File: src/rtl/riscv_pkg.sv
// rtl/riscv_pkg.sv - RV32I opcodes, decoded control bundle and decode helpers
package riscv_pkg;

   localparam int REG_W = 5;

   localparam logic [6:0] OP_R      = 7'b0110011;
   localparam logic [6:0] OP_IMM    = 7'b0010011;
   localparam logic [6:0] OP_LOAD   = 7'b0000011;
   localparam logic [6:0] OP_STORE  = 7'b0100011;
   localparam logic [6:0] OP_BRANCH = 7'b1100011;
   localparam logic [6:0] OP_LUI    = 7'b0110111;
   localparam logic [6:0] OP_AUIPC  = 7'b0010111;
   localparam logic [6:0] OP_JAL    = 7'b1101111;
   localparam logic [6:0] OP_JALR   = 7'b1100111;

   localparam logic [31:0] NOP_INSTR = 32'h0000_0013;

   typedef struct packed {
      logic alusrc;
      logic memread;
      logic memwrite;
      logic regwrite;
      logic memtoreg;
      logic branch;
      logic jump;
      logic illegal;
   } ctrl_t;

   function automatic ctrl_t decode_ctrl(input logic [6:0] op);
      ctrl_t c;
      c = '0;
      case (op)
         OP_R:             c.regwrite = 1'b1;
         OP_IMM:           begin c.alusrc = 1'b1; c.regwrite = 1'b1; end
         OP_LOAD:          begin c.alusrc = 1'b1; c.memread = 1'b1;
                                 c.regwrite = 1'b1; c.memtoreg = 1'b1; end
         OP_STORE:         begin c.alusrc = 1'b1; c.memwrite = 1'b1; end
         OP_BRANCH:        c.branch = 1'b1;
         OP_LUI, OP_AUIPC: begin c.alusrc = 1'b1; c.regwrite = 1'b1; end
         OP_JAL:           begin c.jump = 1'b1; c.regwrite = 1'b1; end
         OP_JALR:          begin c.jump = 1'b1; c.alusrc = 1'b1; c.regwrite = 1'b1; end
         default:          c.illegal = 1'b1;
      endcase
      return c;
   endfunction

   function automatic logic uses_rs1(input logic [6:0] op);
      return (op == OP_R) || (op == OP_IMM) || (op == OP_LOAD) ||
             (op == OP_STORE) || (op == OP_BRANCH) || (op == OP_JALR);
   endfunction

   function automatic logic uses_rs2(input logic [6:0] op);
      return (op == OP_R) || (op == OP_STORE) || (op == OP_BRANCH);
   endfunction

endpackage

File: src/rtl/id_ex_stage_imm_gen.sv
// rtl/id_ex_stage_imm_gen.sv - sign-extended immediate for each RV32I format
module imm_gen
   import riscv_pkg::*;
#(
   parameter int WIDTH = 32
) (
   input  logic [31:0]      instr,
   output logic [WIDTH-1:0] imm
);

   logic [31:0] imm32;

   always_comb begin
      imm32 = '0;
      case (instr[6:0])
         OP_IMM, OP_LOAD, OP_JALR:
            imm32 = {{20{instr[31]}}, instr[31:20]};
         OP_STORE:
            imm32 = {{20{instr[31]}}, instr[31:25], instr[11:7]};
         OP_BRANCH:
            imm32 = {{19{instr[31]}}, instr[31], instr[7], instr[30:25], instr[11:8], 1'b0};
         OP_LUI, OP_AUIPC:
            imm32 = {instr[31:12], 12'b0};
         OP_JAL:
            imm32 = {{11{instr[31]}}, instr[31], instr[19:12], instr[20], instr[30:21], 1'b0};
         default:
            imm32 = '0;
      endcase
   end

   assign imm = WIDTH'($signed(imm32));

endmodule

File: src/rtl/id_ex_stage.sv
// rtl/id_ex_stage.sv - RV32I decode, WB bypass, load-use detect and ID/EX register
module id_ex_stage #(
   parameter int          WIDTH     = 32,
   parameter logic [31:0] NOP_INSTR = riscv_pkg::NOP_INSTR
) (
   input  logic             clk,
   input  logic             rst_n,
   input  logic             id_valid,
   input  logic [31:0]      id_instr,
   input  logic [WIDTH-1:0] id_pc,
   output logic [4:0]       rf_read1,
   output logic [4:0]       rf_read2,
   input  logic [WIDTH-1:0] rf_data1,
   input  logic [WIDTH-1:0] rf_data2,
   input  logic             wb_regwrite,
   input  logic [4:0]       wb_rd,
   input  logic [WIDTH-1:0] wb_data,
   input  logic             ex_flush,
   input  logic             ex_hold,
   output logic             stall,
   output logic             ex_valid,
   output logic [WIDTH-1:0] ex_pc,
   output logic [WIDTH-1:0] ex_rs1_val,
   output logic [WIDTH-1:0] ex_rs2_val,
   output logic [WIDTH-1:0] ex_imm,
   output logic [4:0]       ex_rs1,
   output logic [4:0]       ex_rs2,
   output logic [4:0]       ex_rd,
   output logic [2:0]       ex_funct3,
   output logic             ex_funct7b5,
   output logic             ex_alusrc,
   output logic             ex_memread,
   output logic             ex_memwrite,
   output logic             ex_regwrite,
   output logic             ex_memtoreg,
   output logic             ex_branch,
   output logic             ex_jump,
   output logic             ex_illegal
);
   import riscv_pkg::*;

   typedef struct packed {
      logic             valid;
      logic [WIDTH-1:0] pc;
      logic [WIDTH-1:0] rs1_val;
      logic [WIDTH-1:0] rs2_val;
      logic [WIDTH-1:0] imm;
      logic [REG_W-1:0] rs1;
      logic [REG_W-1:0] rs2;
      logic [REG_W-1:0] rd;
      logic [2:0]       funct3;
      logic             funct7b5;
      ctrl_t            ctrl;
   } idex_t;

   idex_t idex_d, idex_q, dec;

   logic [6:0]       opcode;
   logic [REG_W-1:0] rs1, rs2, rd;
   logic [WIDTH-1:0] imm;
   logic             is_nop;
   logic             load_use;

   assign opcode   = id_instr[6:0];
   assign rs1      = id_instr[19:15];
   assign rs2      = id_instr[24:20];
   assign rd       = id_instr[11:7];
   assign rf_read1 = rs1;
   assign rf_read2 = rs2;
   assign is_nop   = (id_instr == NOP_INSTR);

   imm_gen #(.WIDTH(WIDTH)) u_imm_gen (
      .instr (id_instr),
      .imm   (imm)
   );

   // The register file writes at the edge, so a same-cycle WB result must be bypassed here.
   always_comb begin
      dec          = '0;
      dec.valid    = 1'b1;
      dec.pc       = id_pc;
      dec.rs1_val  = (wb_regwrite && wb_rd != '0 && wb_rd == rs1) ? wb_data : rf_data1;
      dec.rs2_val  = (wb_regwrite && wb_rd != '0 && wb_rd == rs2) ? wb_data : rf_data2;
      dec.imm      = imm;
      dec.rs1      = rs1;
      dec.rs2      = rs2;
      dec.rd       = rd;
      dec.funct3   = id_instr[14:12];
      dec.funct7b5 = id_instr[30];
      dec.ctrl     = decode_ctrl(opcode);
      dec.ctrl.regwrite = dec.ctrl.regwrite && (rd != '0) && !is_nop;
   end

   assign load_use = id_valid && idex_q.valid && idex_q.ctrl.memread && (idex_q.rd != '0) &&
                     ((idex_q.rd == rs1 && uses_rs1(opcode)) ||
                      (idex_q.rd == rs2 && uses_rs2(opcode)));

   assign stall = load_use && !ex_flush && !ex_hold;

   always_comb begin
      idex_d = idex_q;
      if (ex_flush) begin
         idex_d = '0;
      end else if (ex_hold) begin
         idex_d = idex_q;
      end else if (load_use || !id_valid) begin
         idex_d = '0;
      end else begin
         idex_d = dec;
      end
   end

   always_ff @(posedge clk) begin
      if (!rst_n) begin
         idex_q <= '0;
      end else begin
         idex_q <= idex_d;
      end
   end

   assign ex_valid    = idex_q.valid;
   assign ex_pc       = idex_q.pc;
   assign ex_rs1_val  = idex_q.rs1_val;
   assign ex_rs2_val  = idex_q.rs2_val;
   assign ex_imm      = idex_q.imm;
   assign ex_rs1      = idex_q.rs1;
   assign ex_rs2      = idex_q.rs2;
   assign ex_rd       = idex_q.rd;
   assign ex_funct3   = idex_q.funct3;
   assign ex_funct7b5 = idex_q.funct7b5;
   assign ex_alusrc   = idex_q.ctrl.alusrc;
   assign ex_memread  = idex_q.ctrl.memread;
   assign ex_memwrite = idex_q.ctrl.memwrite;
   assign ex_regwrite = idex_q.ctrl.regwrite;
   assign ex_memtoreg = idex_q.ctrl.memtoreg;
   assign ex_branch   = idex_q.ctrl.branch;
   assign ex_jump     = idex_q.ctrl.jump;
   assign ex_illegal  = idex_q.ctrl.illegal;

endmodule

File: config.mk
export PLATFORM = sky130hd
export DESIGN_NAME = id_ex_stage
export DESIGN_NICKNAME = d
export VERILOG_FILES = /design/src/rtl/riscv_pkg.sv /design/src/rtl/id_ex_stage_imm_gen.sv /design/src/rtl/id_ex_stage.sv
export SDC_FILE = /design/constraint.sdc
export NUM_CORES = 1
export LEC_CHECK = 0
export CAP_MARGIN = 10
export CORE_ASPECT_RATIO = 0.7
export CORE_MARGIN = 2
export CORE_UTILIZATION = 40
export CTS_BUF_LIST = sky130_fd_sc_hd__clkbuf_4
export DETAILED_ROUTE_END_ITERATION = 7
export GPL_TIMING_DRIVEN = 0
export PLACE_DENSITY = 0.82
export SYNTH_ARGS = -nofsm -noshare
export SYNTH_HDL_FRONTEND = slang
export SYNTH_SLANG_ARGS = --single-unit
File: constraint.sdc
create_clock -name clk -period 2.8 [get_ports clk]
set_input_delay 0.56 -clock clk [delete_from_list [all_inputs] [get_ports clk]]
set_output_delay 0.56 -clock clk [all_outputs]
set_load 0.02 [all_outputs]
==> results.toml <==
[global_routing]
antenna_found_initial = 2
grt_use_total_pct = 27.34
grt_max_degree = 17
grt_pass1_wl_mm = 33.66
overflow = 0
grt_pass1_vias = 6014

[layout]
fin_util_pct = 67.91
drive_gt1_share_pct = 8.040
multi_input_area_sq_um = 2746
n_fill_cell = 1234
area_delta_synth_final_pct = 64.62
final_nets = 1153
regArea_sq_um = 3104
final-instance-count-excl-fill = 1193

[synth]
synth_edf_count = 0
synth_cell_type_count = 42
async_flop_share_pct = 0
seq_area_frac_synth_pct = 50.78
netlist_instances = 624
synth.avg_cell_area_sq_um = 9.793
synthesis.area_sq_um = 6111
synth_seq_cells = 155
ys_warn_count = 0
syn_nets = 795
synth_ff_type = "dfxtp_1"

[outcome]
outcome = "finished, final reports clean"

[pwr]
powerDensity_nw_per_um2 = 425.4
ir_worst_vdd_mv = 0.2306
p_leak_nw = 3.615

[worst_hold_path]
hp-class = "reg -> reg"

[cts]
htreeDepth = 4
cts_hold_buf = 0
cts_tree = "yes"
clock_latency_ns = 0.54
numCtsBuffers = 17
cts_buffer_depth = 2
path_clk_slew_ns = 0.14
clkSinkCount = 155
cts-root-buf = "clkbuf_4"

[sta]
finalHoldViolCount = 0
clock_skew_ns = 0.02083
fmax_ghz = 0.3656
drv_slew = 0
slew_headroom_pct = 39.27
tightest_slew_ns = 0.9034
setup-violations-final = 0
post-route-min-period_ns = 2.735
fin_crit_sh_pct = 97.68
rsz0062_at_grt = "false"

[placed_design]
place.gp.congestion = 0.8630
numPortBuffers = 336
hpwl_mm = 17.91
place_inst = 1155

[floorplanning]
die_h_um = 107.4
chipWidth_um = 151.7
pin_count = 338
placementRows = 37
dieArea_sq_um = 16300
core-area_sq_um = 14810
initial_core_util_pct = 41.25

[drt]
ant_nets = 0
vias_per_cell = 5.175
wl_per_cell_um = 19.16
num_vias = 6174
dr.pass1.iters = 5
routed_wl_mm = 22.85
drt_first_iter_violations = 392
drc = 0

[setup_path]
path_class = "in -> out"
cp_max_fo = 5
regToRegEndpoint = "ex_imm[4]"
worstSetupEndpoint = "stall"
r2r_cells = 7
worstPathRequired_ns = 2.24
r2r_slack_ns = 0.43
timing.rr.start = "ex_rd[1]"
worstPathArrival_ns = 2.18
critPathCaptureType = "primary output"
crit_start = "id_instr[17]"
cp-start-kind = "input pin"

[run]
maxCapViolations = 0
per-layer routing:
| layer | global-route usage (%) | routed length [um] | share of wire (%) |
|---|---|---|---|
| met1 | 36.62 | 10080 | 44 |
| met5 | 0 | 0 | 0 |
| met4 | 8.267 | 416 | 1.8 |
| met2 | 42.63 | 10280 | 45 |
| met3 | 8.008 | 2082 | 9.1 |
registers in the layout (all words and copies together) (netlist names), 3 cells and up:
name,cells
ex_rs2,5
ex_imm,32
ex_rs1,5
ex_rs1_val,32
ex_funct3,3
ex_rd,5
ex_pc,32
ex_rs2_val,32
how the worst min path moves through the flow:
stage,start,endpoint,slack (ns),cells past startpoint
CTS,id_instr[20],ex_rs2[0],0.43,2
floorplan,ex_rs1_val[10],ex_rs1_val[10],0.53,2
detailed placement,ex_imm[1],ex_imm[1],0.44,2
finish,ex_rs2_val[16],ex_rs2_val[16],0.46,2
global route,id_instr[4],ex_memread,0.45,2
global placement,ex_rs2_val[6],ex_rs2_val[6],0.43,2
stage by stage:
stage               hold slack, ns  cell area (sq um)  setup TNS (ns)  total power, mW  setup WS, ns
finish                      0.4558              10060               0            4.279       0.06483
global route                0.4457              10060               0            4.436      0.007766
CTS                         0.4335              10020               0            4.312     0.0009521
detailed placement          0.4407               9718          -41.28            2.945       -0.6572
global placement            0.4316               9718          -38.81            2.936       -0.7164
floorplan                   0.5264               6111               0            2.527        0.2188
cells in the mapped netlist, types with 2 or more instances:
| cell type | number | area [sq um] |
|---|---|---|
| nand3_1 | 4 | 20.02 |
| nor4_1 | 2 | 12.51 |
| buf_2 | 10 | 50.05 |
| or3_1 | 2 | 12.51 |
| a21oi_1 | 23 | 115.1 |
| nor2b_1 | 2 | 12.51 |
| or4_1 | 2 | 15.01 |
| dfxtp_1 | 155 | 3103 |
| nand2b_1 | 2 | 12.51 |
| buf_4 | 14 | 105.1 |
| mux2i_1 | 64 | 640.6 |
| xnor2_1 | 6 | 52.55 |
| nand2_1 | 95 | 356.6 |
| and2_1 | 2 | 12.51 |
| clkbuf_2 | 9 | 45.04 |
| nor2_1 | 8 | 30.03 |
| a32oi_1 | 2 | 17.52 |
| a22oi_1 | 7 | 52.55 |
| xor2_1 | 14 | 122.6 |
| o22ai_1 | 2 | 12.51 |
| a32o_1 | 7 | 70.07 |
| nor3_1 | 7 | 35.03 |
| o21ai_0 | 84 | 420.4 |
| a22o_1 | 54 | 473.0 |
| clkbuf_1 | 20 | 75.07 |
| o21ai_1 | 11 | 55.05 |
area by class of cell:
class	count	area share (%)
Multi-Input combinational cell	414	27.30
Inverter	1	0.03731
Tap cell	195	2.425
Antenna cell	3	0.07463
Buffer	54	2.861
Clock buffer	17	1.269
Timing Repair Buffer	339	33.66
Clock inverter	15	1.517
Sequential cell	155	30.86
what timing repair did:
item / 4_1_cts / 5_1_grt
buffers inserted: 3 / 0
gates resized for setup: 13 / 11
pin swaps: 2 / 0
setup endpoints to repair: 1 / 1
power breakdown:
group	switching (mW)	leakage [nW]	total, mW	internal, mW
Sequential	0.0210	1.25	2.26	2.24
Clock	0.898	0.153	1.37	0.477
Combinational	0.280	2.21	0.641	0.361
cells in the final DEF (no fill, tap or decap), types with 4 or more instances in the layout:
master,instances
a21oi_1,23
a22o_1,54
a22oi_1,6
a32o_1,7
buf_2,11
buf_4,17
clkbuf_1,19
clkbuf_2,10
clkbuf_4,17
clkdlybuf4s50_1,324
dfxtp_1,154
dlygate4sd2_1,6
dlymetal6s2s_1,5
inv_6,5
inv_8,4
mux2i_1,64
nand2_1,95
nand3_1,4
nor2_1,8
nor3_1,6
o21ai_0,83
o21ai_1,12
xnor2_1,6
xor2_1,14
logic make-up (layout without fill, tap and decap cells):
group / count (synthesis) / in the layout / synth area share [%]
buffers and inverters: 55 / 426 / 4.750
other: 0 / 3 / 0
DFF: 155 / 155 / 50.78
and+or+nand+nor: 131 / 131 / 9.766
AOI/OAI and AO/OA: 198 / 198 / 21.17
xor gates and xnor gates: 20 / 20 / 2.867
muxes: 65 / 65 / 10.67
critical path, cell delays in order:
cell,delay [ns]
clkdlybuf4s50_1,0.58
xor2_1,0.22
nor3_1,0.24
a22oi_2,0.12
nor4_1,0.24
buf_2,0.22
Power figures use the tool's default switching activity.
